`config.mk`:
```
export PLATFORM = sky130hd
export DESIGN_NAME = cnn_layer_seq
export DESIGN_NICKNAME = d
export VERILOG_FILES = /design/src/rtl/cnn_layer_seq.sv
export SDC_FILE = /design/constraint.sdc
export NUM_CORES = 1
export LEC_CHECK = 0
export CAP_MARGIN = 20
export CORE_MARGIN = 5
export CORE_UTILIZATION = 41
export DETAILED_ROUTE_END_ITERATION = 16
export PLACE_DENSITY = 0.7
export SLEW_MARGIN = 25
export SYNTH_ARGS = -nofsm -noshare
export SYNTH_HDL_FRONTEND = slang
export SYNTH_SLANG_ARGS = --single-unit
```
`constraint.sdc`:
```
create_clock -name clk -period 6.3 [get_ports clk]
set_clock_uncertainty 0.2 [all_clocks]
set_input_delay 1.89 -clock clk [delete_from_list [all_inputs] [get_ports clk]]
set_output_delay 1.89 -clock clk [all_outputs]
set_load 0.03 [all_outputs]
```
`src/rtl/cnn_layer_seq.sv`:
```
// Layer sequencer for the CNN engine: per layer it loads the parameter block,
// runs convolution, optionally pooling, then advances to the next block.
module cnn_layer_seq #(
  parameter int DATA_SIZE  = 16,
  parameter int MEM_SIZE   = 16,
  parameter int PSET_WORDS = 12,
  parameter int TMO_W      = 16
) (
  input  logic                 clk,
  input  logic                 rst,
  input  logic                 start,
  input  logic                 abort,
  input  logic [7:0]           num_layers,
  input  logic [DATA_SIZE-1:0] MP,
  input  logic                 pset_done,
  input  logic                 conv_done,
  input  logic                 pool_done,
  output logic                 pset_en,
  output logic [MEM_SIZE-1:0]  ps_base,
  output logic                 conv_en,
  output logic                 pool_en,
  output logic [7:0]           layer_idx,
  output logic                 busy,
  output logic                 done,
  output logic                 err
);

  typedef enum logic [2:0] {
    S_IDLE, S_PSET, S_PWAIT, S_CONV, S_POOL, S_NEXT
  } state_t;

  state_t              state_q, state_d;
  logic [7:0]          layer_idx_q, layer_idx_d;
  logic [7:0]          count_q, count_d;
  logic [MEM_SIZE-1:0] ps_base_q, ps_base_d;
  logic [TMO_W-1:0]    wdog_q, wdog_d;
  logic                seen_low_q, seen_low_d;
  logic                err_q, err_d;
  logic                pset_en_q, pset_en_d;
  logic                conv_en_q, conv_en_d;
  logic                pool_en_q, pool_en_d;
  logic                done_q, done_d;
  logic                last;
  logic                tmo;
  logic                timed_state;

  always_comb begin
    state_d     = state_q;
    layer_idx_d = layer_idx_q;
    count_d     = count_q;
    ps_base_d   = ps_base_q;
    seen_low_d  = seen_low_q;
    err_d       = err_q;
    pset_en_d   = 1'b0;
    conv_en_d   = 1'b0;
    pool_en_d   = 1'b0;
    done_d      = 1'b0;
    wdog_d      = wdog_q;
    last        = ({1'b0, layer_idx_q} + 9'd1) == {1'b0, count_q};
    tmo         = (wdog_q == {TMO_W{1'b1}});
    timed_state = (state_q == S_PWAIT) || (state_q == S_CONV) || (state_q == S_POOL);

    // Pulses are registered on entry to a state, so each is high during the
    // first cycle of that state and never two at once.
    unique case (state_q)
      S_IDLE: begin
        if (start) begin
          err_d = 1'b0;
          if (num_layers != 8'd0) begin
            layer_idx_d = 8'd0;
            ps_base_d   = '0;
            count_d     = num_layers;
            state_d     = S_PSET;
            pset_en_d   = 1'b1;
          end else begin
            done_d = 1'b1;
          end
        end
      end
      S_PSET: begin
        seen_low_d = 1'b0;
        state_d    = S_PWAIT;
      end
      S_PWAIT: begin
        if (!pset_done) seen_low_d = 1'b1;
        if (seen_low_q && pset_done) begin
          state_d   = S_CONV;
          conv_en_d = 1'b1;
        end
      end
      S_CONV: begin
        if (conv_done) begin
          if (|MP) begin
            state_d   = S_POOL;
            pool_en_d = 1'b1;
          end else begin
            state_d = S_NEXT;
            done_d  = last;
          end
        end
      end
      S_POOL: begin
        if (pool_done) begin
          state_d = S_NEXT;
          done_d  = last;
        end
      end
      S_NEXT: begin
        if (last) begin
          state_d = S_IDLE;
        end else begin
          layer_idx_d = layer_idx_q + 8'd1;
          ps_base_d   = ps_base_q + MEM_SIZE'(PSET_WORDS);
          state_d     = S_PSET;
          pset_en_d   = 1'b1;
        end
      end
      default: state_d = S_IDLE;
    endcase

    if (timed_state && tmo) begin
      state_d   = S_IDLE;
      err_d     = 1'b1;
      conv_en_d = 1'b0;
      pool_en_d = 1'b0;
      done_d    = 1'b0;
    end

    // Abort wins over everything else and leaves err and the layer pointer alone.
    if (abort && (state_q != S_IDLE)) begin
      state_d     = S_IDLE;
      err_d       = err_q;
      layer_idx_d = layer_idx_q;
      ps_base_d   = ps_base_q;
      pset_en_d   = 1'b0;
      conv_en_d   = 1'b0;
      pool_en_d   = 1'b0;
      done_d      = 1'b0;
    end

    if (state_d != state_q) begin
      wdog_d = '0;
    end else if (timed_state && !tmo) begin
      wdog_d = wdog_q + 1'b1;
    end
  end

  always_ff @(posedge clk or posedge rst) begin
    if (rst) begin
      state_q     <= S_IDLE;
      layer_idx_q <= 8'd0;
      count_q     <= 8'd0;
      ps_base_q   <= '0;
      wdog_q      <= '0;
      seen_low_q  <= 1'b0;
      err_q       <= 1'b0;
      pset_en_q   <= 1'b0;
      conv_en_q   <= 1'b0;
      pool_en_q   <= 1'b0;
      done_q      <= 1'b0;
    end else begin
      state_q     <= state_d;
      layer_idx_q <= layer_idx_d;
      count_q     <= count_d;
      ps_base_q   <= ps_base_d;
      wdog_q      <= wdog_d;
      seen_low_q  <= seen_low_d;
      err_q       <= err_d;
      pset_en_q   <= pset_en_d;
      conv_en_q   <= conv_en_d;
      pool_en_q   <= pool_en_d;
      done_q      <= done_d;
    end
  end

  assign pset_en   = pset_en_q;
  assign conv_en   = conv_en_q;
  assign pool_en   = pool_en_q;
  assign done      = done_q;
  assign err       = err_q;
  assign ps_base   = ps_base_q;
  assign layer_idx = layer_idx_q;
  assign busy      = (state_q != S_IDLE);

endmodule

```
# Word-level counts from Yosys, hierarchy flattened
# Index checks and enable logic that the tools add are counted.
dict set report word_totals {
  ff_bits 57
  input_bits 31
  output_inout_bits 30
  wordCells 95
}
dict set report op_classes {
  n_addsub 4
  n_eq_ne 12
  n_mux 47
  bitwise_logic 1
  n_reduce_logical 20
}
# operator n
set ops {}
lappend ops {{$mux 16} 5}
lappend ops {{$pmux 16 s2} 1}
lappend ops {{$mux 1} 26}
lappend ops {{$mux 8} 3}
lappend ops {{$mux 3} 7}
lappend ops {{$pmux 3 s6} 1}
lappend ops {{$add 16x1->16 const B} 1}
lappend ops {{$add 16x4->16 const B} 1}
lappend ops {{$eq 16x16->1 const B} 1}
lappend ops {{$pmux 8 s2} 1}
lappend ops {{$reduce_or 16->1} 1}
lappend ops {{$reduce_bool 2->1} 5}
lappend ops {{$add 8x1->9 const B} 1}
lappend ops {{$eq 9x8->1} 1}
lappend ops {{$add 8x1->8 const B} 1}
lappend ops {{$ne 2x2->1 const B} 4}
lappend ops {{$reduce_bool 8->1} 1}
lappend ops {{$eq 3x2->1 const B} 2}
lappend ops {{$eq 3x3->1 const B} 2}
lappend ops {{$reduce_and 3->1} 2}
lappend ops {{$reduce_and 5->1} 1}
lappend ops {{$logic_and 1x1->1} 4}
lappend ops {{$pmux 1 s2} 2}
lappend ops {{$eq 3x1->1 const B} 1}
lappend ops {{8 further kinds} 9}

# Longest topological paths before layout
# Gate-level depths: netlist (run 1).
dict set report logic_depth {
  ltp_word 8
  mapped_depth 10
  mapped_depth_nobuf 7
}

# Worst setup path before layout (run 1)
# OpenSTA, ideal clock, no wires.
dict set report synth_timing {
  path_kind {input -> register}
  startpoint {input port MP[9]}
  endpoint {register wdog_q[1]}
  setup_time_ns 0.119
  arrival_time_ns 3.526
  required_ns 5.981
  slack_ns 2.456
  path_stages 7
  path_buffers 1
  path_cell_list {or4_1 > o41ai_1 > a221oi_1 > a2111o_1 > o21ai_2 > buf_6 > nor2_1}
}
dict set report synth_via {
  elab_chain_cells 8
  elab_cells_between_ends 9
  classes_between {eq/ne: 1; mux: 6; reduce/logical: 2}
}
# item line
set synth_rtl {}
lappend synth_rtl {{start, declared} 14} ;# input logic [DATA_SIZE-1:0] MP,
lappend synth_rtl {{$reduce_or 16->1 *} 93} ;# if (|MP) begin
lappend synth_rtl {{$mux 1 *} 93}
lappend synth_rtl {{$mux 3 *} 92} ;# if (conv_done) begin
lappend synth_rtl {{$pmux 3 s6 *} 65} ;# unique case (state_q)
lappend synth_rtl {{$mux 3 *} 121} ;# if (timed_state && tmo) begin
lappend synth_rtl {{$mux 3 *} 130} ;# if (abort && (state_q != S_IDLE)) begin
lappend synth_rtl {{$ne 3x3->1 *} 141} ;# if (state_d != state_q) begin
lappend synth_rtl {{$mux 16 / $reduce_bool 2->1 (equally long branches)} n/a}
lappend synth_rtl {{end signal, assigned} 166} ;# wdog_q <= wdog_d;
lappend synth_rtl {{end, declared} 36} ;# logic [TMO_W-1:0] wdog_q, wdog_d;
# Every way passes the cells marked *; elsewhere a longest branch is shown, timed or not.
# A chain may end at the register's enable or synchronous reset.

# Final worst setup path (run 1)
dict set report layout_timing {
  startpoint {input port num_layers[5]}
  endpoint {register layer_idx_q[6] (netlist: layer_idx[6])}
}
dict set report layout_via {
  elab_chain_cells 3
}
# item line
set layout_rtl {}
lappend layout_rtl {{start, declared} 13} ;# input logic [7:0] num_layers,
lappend layout_rtl {{$reduce_bool 8->1} 69} ;# if (num_layers != 8'd0) begin
lappend layout_rtl {{$ne 2x2->1 (no source line)} n/a}
lappend layout_rtl {{$reduce_and 5->1 (no source line)} n/a}
lappend layout_rtl {{end signal, assigned} 163} ;# layer_idx_q <= layer_idx_d;
lappend layout_rtl {{end, declared} 33} ;# logic [7:0] layer_idx_q, layer_idx_d;
# No other way between the ends.

==> run_results.csv, run 1 <==
group,metric,value,unit
power_and_ir_drop,peakVddDrop,0.09721,mV
setup_path,endpoint_kind,"register",
finish,syn_to_final_growth,20.22,%
power_and_ir_drop,p_clk_share,17.9,%
setup_path,path_max_fanout,15,
synth,synth_top_cells_by_area,"dfrtp_1 (43%), nand2_1 (6.5%), nor2_1 (4.8%)",
sta,finalHoldViolCount,0,
setup_path,cp_data_required_time,6.35,ns
synth,ys_types,62,
floorplan,die_h,98.84,um
drt,via_per_inst,5.471,
drt,via_count,2774,
clock_network,postCtsSetupRepairBufs,0,
sta,rsz0062_at_grt,"false",
power_and_ir_drop,switching_share,39.68,%
sta,period_needed,4.284,ns
drt,drt_iter0_markers,124,
global_route,grt_use_total,15.27,%
sta,finalCritPeriodShare,68.00,%
sta,worst_slew_pin_slew,0.7713,ns
setup_path,critPathMaxStageDelay,0.57,ns
synth,syn_area_per_cell,9.089,um2
drt,dr.max_layer_used,"met4",
synth,async_reset_ff_share,100.0,%
finish,antenna_cells,0,
sta,setup_tns,0,ns
placement,io_buffers,58,
floorplan,start_util,42.09,%
drt,met3_length,355,um
power_and_ir_drop,pwr-share-seq,44.7,%
setup_path,arrival,4.33,ns
global_route,grt_pass1_vias,2728,
clock_network,ctsHtreeMaxLevel,2,
sta,max_freq,233.4,MHz
power_and_ir_drop,p_leak,0.001630,uW
global_route,grt_pass1_wl,12.40,mm
placement,gp_routability_congestion,0.8555,
clock_network,postCtsHoldBufs,0,
synth,ys_seq_area_share,42.54,%
synth,synth-seq-cells,55,
synth,synth.most_common_cell,"nand2_1",
synth,yosys.area.top_type,"dfrtp_1",
floorplan,pin_count,61,
synth,yosysWarnings,0,
global_route,globalRouteOverflowTotal,0,
clock_network,clockBufferDepth,2,
power_and_ir_drop,intPower,620.4,uW
power_and_ir_drop,pwr_density_cell,264.4,mW/mm2
job,cap_violations,0,
sta,report.final.slew_viol_count,0,
outcome,status,"completed",
setup_path,r2r_slack,3.43,ns
synth,synth_top_flop_cell,"dfrtp_1",
placement,dp_hpwl,5.473,mm
floorplan,dieArea,0.009768,mm2
setup_path,cp_common_cell,"nand2_1",
power_and_ir_drop,p_comb_share,37.4,%
setup_path,cpLargestDelayFamily,"simple AND/OR/NAND/NOR gates",
floorplan,chipWidth,98.84,um
global_route,grt_antenna_before_repair,0,
setup_path,worstSetupPathType,"in2reg",
clock_network,insertion_delay,0.31,ns
finish,drive_above_1_share,5.185,%
drt,first_pass_iters,4,
clock_network,cts_tree,"done",
synth,synth_top_area_share,42.54,%
drt,wl_met1,3.416,mm
drt,route.met2.wl,3.599,mm
clock_network,cts_root_buf,"clkbuf_8",
clock_network,clock_sinks,55,
floorplan,num_rows,32,
finish,finish.utilization,50.60,%
setup_path,crit_chain,"clkdlybuf4s50_1, or4_4, o211ai_2, buf_4, nand2_1, nand2_1, a221o_1",
drt,routed_wl,7.493,mm
floorplan,core,0.007687,mm2
setup_path,path_buf_inv,2,
sta,relSlewSlack,48.58,%
drt,drcViolationCount,0,
clock_network,ctsResizeCount,0,
synth,synth_edf_count,0,
drt,routedWlPerCell,14.78,um
power_and_ir_drop,p_sw,408.1,uW
finish,nNetsFinal,440,
worst_hold_path,hold_class,"reg2reg",
global_route,grt_max_degree,56,
clock_network,cts_made_buffers,5,
clock_network,clk_pin_slew,0.09,ns
setup_path,critPathSlowestCell,"or4_4",
synth,syn_inst,356,
synth,syn_area,0.003236,mm2
setup_path,critPathLaunchType,"input pin",
synth,synth_common_cells,"nand2_1 (56), dfrtp_1 (55), nor2_1 (41)",
sta,setup_viol,0,
drt,ant_nets,0,
-- power groups by stage --
stage	combinational (uW)	clock, uW	sequential, uW
2_1_floorplan	283	0	460
3_3_place_gp	374	0	464
3_5_place_dp	385	0	466
4_1_cts	386	191	459
5_1_grt	428	201	468
6_report	385	184	460
-- layout by cell type, fill, tap and decap left out, types with 8 or more instances in the layout --
cell type,count
clkdlybuf4s50_1,58
a21oi_1,8
dfrtp_1,55
xor2_1,9
nand4_1,8
xnor2_1,16
nor3_1,9
nand2_1,56
nor2_1,41
inv_1,9
nand3_1,16
or4_1,8
-- cell type report --
type,instances,area [um2]
multi-input combinational,274,1680
fill,724,3797
sequential,55,1376
timing repair buffer,60,595.6
inverter,10,37.54
clock buffer,6,72.57
tap,102,127.6
-- routing by layer --
| layer | track usage (%) | vias to the layer above |
|---|---|---|
| li1 | - | 1366 |
| met1 | 19.79 | 1324 |
| met2 | 24.79 | 70 |
| met3 | 3.539 | 14 |
| met4 | 5.777 | 0 |
| met5 | 0 | - |
-- sequential cells by signal, summed over array words and instances, names as in the netlist --
register / cells
wdog_q: 16
ps_base: 14
count_q: 8
layer_idx: 8
state_q: 3
conv_en: 1
done: 1
err: 1
pool_en: 1
pset_en: 1
seen_low_q: 1
-- worst paths after layout --
check,start,cells after the start,end
max,num_layers[5],7,layer_idx[6]
min,count_q[7],2,count_q[7]
max reg2reg,layer_idx[0],7,layer_idx[5]
min reg2reg,count_q[7],2,count_q[7]
max in group asynchronous,rst,3,wdog_q[11]
min in group asynchronous,rst,3,ps_base[12]
-- cell families (layout without fill, tap and decap cells) --
kind of cell    count (synthesis)  in the layout  synth area share [%]
buf+inv                        28             76                 5.839
fa+ha+maj                       3              3                 1.160
xor+xnor                       25             25                 6.767
simple gates                  184            184                 29.35
other cells                     1              2                0.1159
flops                          55             55                 42.54
compound gates                 57             57                 13.30
mux                             3              3                0.9281
-- metrics by stage --
step	cell area [um2]	total power (uW)	setup slack (ns)	hold slack, ns	instances
after floorplan	3239	742.2	2.456	0.2652	357
after global placement	3811	837.7	1.721	0.2840	501
after detailed placement	3817	851.0	1.704	0.2970	501
after CTS	3890	1036	2.023	0.3176	507
after global routing	3890	1097	1.878	0.3342	507
final	3890	1028	2.016	0.3176	507
-- worst register-to-register path, cell delays in order (launching register included) --
cell      delay [ns]
dfrtp_1         0.46
ha_1            0.28
inv_1           0.09
a211oi_1        0.05
o32ai_1         0.58
a31oi_2         0.45
and3_2          0.36
a221o_2         0.29
No activity file was read; power rests on OpenSTA's default activity.
==> run 2: changes to the inputs <==
- clock period: 6.3 -> 4.4 ns (I/O delays scaled with it)
==> run_results.csv, run 2 (synthesis gave the netlist of run 1 again) <==
group,metric,value,unit
outcome,status,"completed",
clock_network,clockBufferDepth,2,
global_route,grt_max_degree,28,
setup_path,critPathMaxStageDelay,0.54,ns
global_route,grt_antenna_before_repair,0,
floorplan,dieArea,0.009768,mm2
sta,report.final.slew_viol_count,0,
floorplan,pin_count,61,
placement,gp_routability_congestion,0.8614,
drt,via_count,2770,
setup_path,rr_endpoint,"wdog_q[11]",
sta,whs,0.3054,ns
sta,relSlewSlack,49.26,%
finish,drive_above_1_share,5.868,%
clock_network,clk_pin_slew,0.09,ns
global_route,grt_pass1_wl,12.51,mm
placement,io_buffers,58,
clock_network,postCtsHoldBufs,0,
sta,worst_slew_pin_slew,0.7610,ns
drt,drt_iter0_markers,96,
finish,largest_reg_flops,16,
power_and_ir_drop,pwr_density_cell,389.6,mW/mm2
drt,routedWlPerCell,14.52,um
finish,top_register,"wdog_q",
finish,antenna_cells,0,
power_and_ir_drop,p_leak,0.001659,uW
sta,max_freq,281.7,MHz
sta,finalCritPeriodShare,80.69,%
floorplan,core,0.007687,mm2
setup_path,worstSetupPathType,"in2reg",
setup_path,critical_path_cell_count,7,
setup_path,r2r-start,"state_q[2]",
global_route,grt_use_total,15.32,%
global_route,globalRouteOverflowTotal,0,
sta,period_needed,3.550,ns
setup_path,r2r_slack,1.49,ns
global_route,grt_pass1_vias,2640,
setup_path,path_buf_inv,1,
setup_path,arrival,3.52,ns
finish,seq_area,0.001376,mm2
setup_path,critPathSlowestCell,"or4_1",
drt,drcViolationCount,0,
worst_hold_path,hold_class,"reg2reg",
sta,setup_tns,0,ns
worst_hold_path,hold_depth,2,
finish,nNetsFinal,443,
sta,finalHoldViolCount,0,
placement,dp_hpwl,5.567,mm
power_and_ir_drop,peakVddDrop,0.1281,mV
setup_path,cp_data_required_time,4.37,ns
clock_network,ctsResizeCount,0,
clock_network,insertion_delay,0.31,ns
worst_hold_path,holdPathEnd,"count_q[7]",
floorplan,chipWidth,98.84,um
finish,syn_to_final_growth,21.66,%
setup_path,ff2ff_path_depth,6,
clock_network,cts_tree,"done",
clock_network,clock_sinks,55,
finish,final_common_cell,"clkdlybuf4s50_1",
floorplan,die_h,98.84,um
finish,nFillCells,750,
setup_path,path_max_fanout,16,
drt,ant_nets,0,
worst_hold_path,min-delay-start,"count_q[7]",
drt,first_pass_iters,4,
job,cap_violations,0,
sta,setup_viol,0,
clock_network,cts_made_buffers,5,
finish,final_cell_mix,"clkdlybuf4s50_1 (58), nand2_1 (56), dfrtp_1 (55), nor2_1 (41)",
clock_network,cts_root_buf,"clkbuf_8",
finish,finish.utilization,51.20,%
clock_network,postCtsSetupRepairBufs,0,
clock_network,ctsHtreeMaxLevel,2,
setup_path,crit_chain,"clkdlybuf4s50_1, or4_1, o41ai_1, a221oi_1, a2111o_1, o21ai_2, nor2_1",
setup_path,endpoint_kind,"register",
floorplan,num_rows,32,
drt,routed_wl,7.418,mm
setup_path,critPathLaunchType,"input pin",
drt,via_per_inst,5.421,
setup_path,cpLargestDelayFamily,"compound AO/OA/AOI/OAI gates",
finish,multi_input_area,0.001674,mm2
sta,rsz0062_at_grt,"false",
floorplan,start_util,42.09,%
==> run 2: changes by cell type in the layout (fill, tap and decap cells not counted), sizes merged <==
| cell | delta |
|---|---|
| bufinv | +1 |
| buf | +3 |
==> run 2: layout make-up <==
type / count / share of cell area, %
repair buffers: 63 / 15.70
clock buffers: 6 / 1.844
multi-input cells: 274 / 42.53
flip-flops and latches: 55 / 34.96
well taps: 102 / 3.242
clock inverters: 1 / 0.7629
inverters: 10 / 0.9536
==> run 2: worst min-delay path: stages (launching register included) <==
cell,delay (ns)
dfrtp_1,0.37
nand2_1,0.05
nand2_1,0.06
==> run 2: worst max-delay path by stage <==
stage	start	endpoint	slack, ns
after floorplan	MP[9]	wdog_q[1]	1.13
after global placement	MP[9]	wdog_q[11]	0.55
after detailed placement	MP[9]	wdog_q[15]	0.52
after CTS	MP[9]	wdog_q[11]	0.85
after global routing	num_layers[5]	layer_idx[6]	0.70
final	MP[9]	wdog_q[11]	0.85
==> run 2: power breakdown <==
part	leakage [uW]	switching, uW	internal [uW]	total (uW)
Clock	0.0000513	158	167	326
Sequential	0.000749	85.5	571	656
Combinational	0.000859	336	215	551
Total	0.00166	580	953	1530
==> run 2: layer usage <==
| layer | global-route usage, % | vias to the layer above | part of all wire [%] |
|---|---|---|---|
| met4 | 4.097 | 0 | 1.3 |
| li1 | - | 1372 | - |
| met3 | 3.043 | 8 | 5.2 |
| met2 | 24.48 | 72 | 48 |
| met1 | 21.23 | 1318 | 46 |
| met5 | 0 | - | 0 |
==> run 2: stage by stage <==
stage / std cells / area (um2) / power (uW) / worst slack (ns)
after floorplan: 357 / 3239 / 1063 / 1.126
after global placement: 504 / 3834 / 1206 / 0.5509
after detailed placement: 504 / 3834 / 1220 / 0.5208
after CTS: 511 / 3936 / 1545 / 0.8543
after global routing: 511 / 3936 / 1640 / 0.7014
final: 511 / 3936 / 1533 / 0.8497
==> run 3: changes to the inputs <==
- clock period: 4.4 -> 3.4 ns (I/O delays scaled with it)
==> run_results.csv, run 3 (synthesis gave the netlist of run 1 again) <==
group,metric,value,unit
clock_network,insertion_delay,0.31,ns
finish,antenna_cells,0,
setup_path,path_max_fanout,16,
clock_network,cts_made_buffers,5,
power_and_ir_drop,p_leak,0.001684,uW
clock_network,clockBufferDepth,2,
global_route,grt_use_total,15.30,%
finish,final_common_cell,"clkdlybuf4s50_1",
setup_path,endpoint_kind,"register",
drt,via_count,2762,
power_and_ir_drop,fin_total_pwr,1975,uW
setup_path,r2r_slack,0.75,ns
power_and_ir_drop,pwr_density_cell,496.6,mW/mm2
drt,drcViolationCount,0,
finish,multi_input_area,0.001674,mm2
clock_network,postCtsHoldBufs,0,
floorplan,core,0.007687,mm2
clock_network,postCtsSetupRepairBufs,0,
clock_network,clock_sinks,55,
finish,drive_above_1_share,7.005,%
setup_path,worstSetupPathType,"in2reg",
drt,routed_wl,7.463,mm
global_route,grt_antenna_before_repair,0,
floorplan,die_h,98.84,um
sta,max_freq,315.2,MHz
sta,fin_ws,0.2277,ns
power_and_ir_drop,peakVddDrop,0.2133,mV
sta,relSlewSlack,49.43,%
outcome,status,"completed",
setup_path,cp_data_required_time,3.39,ns
finish,final_cell_mix,"clkdlybuf4s50_1 (58), nand2_1 (56), dfrtp_1 (55), nor2_1 (41)",
sta,setup_viol,0,
sta,period_needed,3.172,ns
finish,seq_area,0.001376,mm2
setup_path,critPathLaunchType,"input pin",
setup_path,arrival,3.17,ns
sta,finalCritPeriodShare,93.30,%
drt,drt_iter0_markers,102,
sta,rsz0062_at_grt,"false",
finish,top_register,"wdog_q",
drt,first_pass_iters,4,
clock_network,cts_root_buf,"clkbuf_8",
clock_network,ctsResizeCount,0,
finish,largest_reg_flops,16,
worst_hold_path,hold_class,"reg2reg",
floorplan,start_util,42.09,%
global_route,grt_pass1_wl,12.34,mm
sta,worst_slew_pin_slew,0.7586,ns
floorplan,pin_count,61,
drt,via_per_inst,5.353,
placement,pre_cts_slack,-0.07571,ns
floorplan,chipWidth,98.84,um
clock_network,cts_tree,"done",
floorplan,dieArea,0.009768,mm2
sta,setup_tns,0,ns
floorplan,num_rows,32,
sta,report.final.slew_viol_count,0,
drt,routedWlPerCell,14.46,um
clock_network,clk_pin_slew,0.10,ns
placement,gp_routability_congestion,0.8202,
placement,dp_hpwl,5.530,mm
placement,io_buffers,58,
global_route,globalRouteOverflowTotal,0,
drt,ant_nets,0,
job,cap_violations,0,
finish,nNetsFinal,449,
sta,finalHoldViolCount,0,
global_route,grt_pass1_vias,2639,
clock_network,ctsHtreeMaxLevel,2,
finish,nFillCells,728,
finish,finish.utilization,51.73,%
global_route,grt_max_degree,56,
finish,syn_to_final_growth,22.89,%
## run 3: cell types whose count changed in the layout (fill, tap and decap cells not counted), sizes merged
cell and change:
buf +6, bufinv -1
## run 3: area by class of cell
cell class	instances	share of cell area [%]
clock buffer	6	1.825
inverter	10	0.9440
multi-input combinational	274	42.10
sequential	55	34.61
tap	102	3.210
timing repair buffer	69	17.31
## run 3: final timing paths
check / start / endpoint / cells past startpoint
worst max-delay path: MP[9] / wdog_q[3] / 8
worst min-delay path: count_q[3] / count_q[3] / 2
worst max register to register: layer_idx[2] / layer_idx[5] / 6
worst min register to register: count_q[3] / count_q[3] / 2
max in group asynchronous: rst / wdog_q[1] / 3
min in group asynchronous: rst / ps_base[10] / 3
## run 3: routing by layer
metal / track usage, % / vias up / share of wire [%]
li1: - / 1384 / -
met1: 20.26 / 1319 / 45
met2: 25.41 / 54 / 50
met3: 3.043 / 5 / 4.7
met4: 4.412 / 0 / 0.78
met5: 0 / - / 0
## run 3: where the power goes
group / leakage (uW) / internal, uW / switching (uW)
Combinational: 0.000898 / 340 / 450
Clock: 0.0000371 / 138 / 197
Sequential: 0.000749 / 739 / 111
## run 3: per-stage QoR
step                hold slack (ns)  cell area [um2]  cells
floorplan                    0.2652             3239    357
global placement             0.2827             3904    510
detailed placement           0.2846             3904    510
CTS                          0.3089             3976    516
global route                 0.3486             3976    516
finish                       0.3026             3976    516
## run 3: worst max-delay path: stages
cell and delay (ns):
clkdlybuf4s50_1 0.39, or4_1 0.56, o41ai_1 0.42, a221oi_1 0.15
a2111o_1 0.32, o21ai_2 0.09, buf_12 0.16, nor2_1 0.05
